[src/rtl/crc_tx_append.sv]
// Transmit-side CRC-16 appender: forwards payload bytes unchanged, then emits
// the frame CRC (high byte, then low byte) through a single output register.
module crc_tx_append #(
  parameter logic [15:0] POLY = 16'h1021,
  parameter logic [15:0] INIT = 16'hFFFF
) (
  input  logic        clk50m,
  input  logic        rst,
  input  logic        crc_start,
  input  logic [7:0]  in_data,
  input  logic        in_valid,
  input  logic        in_last,
  output logic        in_ready,
  output logic [7:0]  out_data,
  output logic        out_valid,
  output logic        out_last,
  input  logic        out_ready,
  output logic [15:0] crc_value,
  output logic        crc_done
);

  typedef enum logic [1:0] {S_DATA, S_CRC_HI, S_CRC_LO, S_WAIT} state_t;

  state_t      state_q, state_d;
  logic [7:0]  data_q, data_d;
  logic        valid_q, valid_d;
  logic        last_q, last_d;
  logic        done_q, done_d;
  logic        fresh_q, fresh_d;
  logic [15:0] crc_q, crc_d;
  logic        slot_free;
  logic [15:0] crc_base;

  function automatic logic [15:0] crc_next(input logic [15:0] c, input logic [7:0] d);
    logic [15:0] x;
    x = c ^ {d, 8'h00};
    for (int i = 0; i < 8; i++) begin
      x = x[15] ? ((x << 1) ^ POLY) : (x << 1);
    end
    return x;
  endfunction

  assign slot_free = !valid_q || out_ready;
  // crc_value keeps showing the finished frame's CRC; the next frame starts from INIT.
  assign crc_base  = fresh_q ? INIT : crc_q;

  always_comb begin
    state_d  = state_q;
    data_d   = data_q;
    valid_d  = valid_q;
    last_d   = last_q;
    crc_d    = crc_q;
    fresh_d  = fresh_q;
    done_d   = 1'b0;
    in_ready = 1'b0;
    if (valid_q && out_ready) begin
      valid_d = 1'b0;
    end
    if (crc_start) begin
      crc_d   = INIT;
      fresh_d = 1'b0;
      valid_d = 1'b0;
      last_d  = 1'b0;
      state_d = S_DATA;
    end else begin
      case (state_q)
        S_DATA: begin
          in_ready = slot_free;
          if (in_valid && slot_free) begin
            data_d  = in_data;
            valid_d = 1'b1;
            last_d  = 1'b0;
            crc_d   = crc_next(crc_base, in_data);
            fresh_d = 1'b0;
            if (in_last) begin
              state_d = S_CRC_HI;
            end
          end
        end
        S_CRC_HI: begin
          if (slot_free) begin
            data_d  = crc_q[15:8];
            valid_d = 1'b1;
            last_d  = 1'b0;
            state_d = S_CRC_LO;
          end
        end
        S_CRC_LO: begin
          if (slot_free) begin
            data_d  = crc_q[7:0];
            valid_d = 1'b1;
            last_d  = 1'b1;
            state_d = S_WAIT;
          end
        end
        S_WAIT: begin
          if (valid_q && out_ready) begin
            valid_d = 1'b0;
            last_d  = 1'b0;
            done_d  = 1'b1;
            fresh_d = 1'b1;
            state_d = S_DATA;
          end
        end
        default: state_d = S_DATA;
      endcase
    end
  end

  always_ff @(posedge clk50m) begin
    if (rst) begin
      state_q <= S_DATA;
      data_q  <= 8'h00;
      valid_q <= 1'b0;
      last_q  <= 1'b0;
      done_q  <= 1'b0;
      fresh_q <= 1'b0;
      crc_q   <= INIT;
    end else begin
      state_q <= state_d;
      data_q  <= data_d;
      valid_q <= valid_d;
      last_q  <= last_d;
      done_q  <= done_d;
      fresh_q <= fresh_d;
      crc_q   <= crc_d;
    end
  end

  assign out_data  = data_q;
  assign out_valid = valid_q;
  assign out_last  = last_q;
  assign crc_value = crc_q;
  assign crc_done  = done_q;

endmodule

[config.mk]
export PLATFORM = sky130hd
export DESIGN_NAME = crc_tx_append
export DESIGN_NICKNAME = d
export VERILOG_FILES = /design/src/rtl/crc_tx_append.sv
export SDC_FILE = /design/constraint.sdc
export NUM_CORES = 1
export LEC_CHECK = 0
export BUFFER_PORTS_ARGS = -buffer_cell sky130_fd_sc_hd__buf_4
export CORE_UTILIZATION = 48
export CTS_CLUSTER_DIAMETER = 80
export CTS_CLUSTER_SIZE = 28
export DETAILED_ROUTE_END_ITERATION = 6
export MAX_ROUTING_LAYER = met4
export PLACE_DENSITY = 0.72
export SLEW_MARGIN = 20
export SYNTH_ARGS = -nofsm -noshare
export SYNTH_HDL_FRONTEND = slang
export SYNTH_SLANG_ARGS = --single-unit
[constraint.sdc]
create_clock -name clk50m -period 3.5 [get_ports clk50m]
set_input_delay 0.7 -clock clk50m [delete_from_list [all_inputs] [get_ports clk50m]]
set_output_delay 0.7 -clock clk50m [all_outputs]
set_load 0.05 [all_outputs]
==> flow_summary.toml <==
[placed_design]
place_area_mm2 = 0.00216
place.gp.congestion = 0.828
place_inst = 288
io_buffers = 41
hpwl_um = 3240
place_ws_ns = 1.04

[sta]
worstMarginPinSlew_ns = 0.848
slew_headroom = 0.433
finClkSkew_ns = 0.00647
tns_ns = 0
hold_viol = 0
holdWs_ns = 0.506
post-route-min-period_ns = 2.42
fin_ws_ns = 1.08
slew_viol_final = 0
fin_crit_sh = 0.693
setup_violations = 0
grt_setup_unrepaired = "no"
fmax_mhz = 413

[run]
maxCapViolations = 0

[synthesis]
avgSynthCellArea_um2 = 8.73
synth_seq_cells = 30
synth_top_area_share = 0.326
yosysUniqueCellTypes = 41
async_flop_share = 0
synth.most_common_cell = "nor2_1"
syn-instance-count = 211
synth-warning-count = 0
synth-edff-count = 0
synthFlopType = "dfxtp_1"
synth_seq_area_share = 0.326
netlist_area_mm2 = 0.00184
synth_common_cells = "nor2_1 (39), dfxtp_1 (30), a21oi_1 (14), xnor2_1 (14), nand2_1 (13)"
synth_area_leaders = "dfxtp_1 (33%), nor2_1 (7.9%), xnor2_1 (6.7%), mux2i_1 (4.9%), xnor3_1 (4.9%)"
synth.net_count = 232
yosys.area.top_type = "dfxtp_1"

[drt]
drt_iter0_drc = 93
dr.pass1.iters = 4
antenna_left = 0
wl_um = 4360
vias = 1612
post-route-drc-count = 0
vias_per_cell = 5.45
post_drt_wl_per_cell_um = 14.7

[worst_setup_path]
critPathMaxStageDelay_ns = 0.76
cp.required_ns = 3.69
r2r_slack_ns = 1.08
critPathArrivalTime_ns = 2.61
crit_fanout = 9
end_kind = "flop"
cp_slowest_cell = "a2111oi_4"
path_cells = "inv_1 -> ha_1 -> or3_4 -> a2111oi_4 -> mux2i_1 -> nor2_1"
path_buf_inv = 1
setup.worst_path.class = "reg -> reg"
cp-start-kind = "flop"
critPathTopFamily = "compound AO/OA/AOI/OAI gates"

[clock_tree]
cts_buffer_depth = 2
post_cts_resized = 0
postCtsSetupBuffers = 0
clockRootBuffer = "clkbuf_8"
htreeDepth = 2
numCtsBuffers = 5
clk_latency_ns = 0.29
cts.sinks = 30
path_clk_slew_ns = 0.07
cts_tree = "yes"
hold_buffers = 0

[global_routing]
antenna_found_initial = 0
grt_usage = 0.239
grt_remaining_overflow = 0
grt_pass1_wl_um = 7290
grt_max_degree = 30
grt_pass1_vias = 1500

[floorplanning]
ioPinCount = 42
initial_core_util = 0.503
core_area_mm2 = 0.00366
row_count = 22
die_x_um = 63.9
dieArea_mm2 = 0.00409
die_h_um = 63.9

[final_layout]
syn_to_final_growth_pct = 23.5
finalNonFillerCells = 296
drive_above_1_share = 0.218
fillers = 328
multiInputGateArea_mm2 = 0.00117
antennaDiodeCount = 0
finalInstanceArea_mm2 = 0.00227
seqCellArea_um2 = 601
nNetsFinal = 268

[power_and_ir_drop]
p_leak_uw = 0.000967
peakVddDrop_mv = 0.274
p_per_area_mw_per_mm2 = 450

[run_status]
status = "complete, no violations"

[worst_hold_path]
min_path_type = "reg -> reg"
[area by class of cell]
type,instances,share of cell area
Multi-Input combinational cell,165,0.516
Inverter,3,0.00495
Tap cell,48,0.0264
Clock inverter,3,0.0198
Sequential cell,30,0.264
Timing Repair Buffer,42,0.139
Clock buffer,5,0.0303
[through the flow]
step,total power (uW),util
floorplan,596,-
global placement,667,0.590
detailed placement,670,0.590
CTS,1030,0.621
global route,1070,0.621
finish,1020,0.621
[routing by layer]
layer / GRT usage / routed length [um]
met5: - / 0
met4: 0.0767 / 53
met3: 0.0679 / 316
met2: 0.351 / 1920
met1: 0.316 / 2070
[layout by cell type (no fill, tap or decap), drive strengths merged, types with 4 or more instances in the layout]
cell,instances
buf,42
nor2,39
dfxtp,30
xnor2,14
a21oi,14
nand2,13
mux2i,9
xor2,8
o211ai,8
a22oi,8
ha,7
o21ai,6
clkbuf,5
xnor3,4
[logic make-up (layout without fill, tap and decap cells)]
family / after synthesis / after routing / share of synthesized area
muxes: 9 / 9 / 0.0489
and+or+nand+nor: 71 / 71 / 0.173
xor gates and xnor gates: 27 / 27 / 0.166
DFF: 30 / 30 / 0.326
adders and majority gates: 7 / 7 / 0.0476
buffers and inverters: 16 / 53 / 0.0367
AOI/OAI and AO/OA: 51 / 51 / 0.201
[worst reg2reg max path: cells and delay by family (launching register included)]
kind                       cells  cell delay, ns
adders and majority gates      1            0.32
AOI/OAI and AO/OA              1            0.76
muxes                          1            0.27
and+or+nand+nor                2            0.46
DFF                            1            0.40
buffers and inverters          1            0.11
[final timing paths]
check,end,cells after the start,startpoint
worst max-delay path,out_data[7],6,state_q[1]
worst min-delay path,out_data[1],2,out_data[1]
worst max register to register,out_data[7],6,state_q[1]
worst min register to register,out_data[1],2,out_data[1]
[sequential cells by signal, summed over array words and instances, names as in the netlist]
name,count
fresh_q,1
out_data,8
out_last,1
state_q,2
crc_done,1
crc_value,16
out_valid,1
[power by group]
part           total [uW]  switching, uW  internal, uW  leakage (uW)
Sequential            382           21.7           360      0.000245
Combinational         281            166           115      0.000671
Clock                 362            150           212     0.0000504
Total                1020            337           687      0.000967
Note: power is estimated with default switching activity, not from simulation.
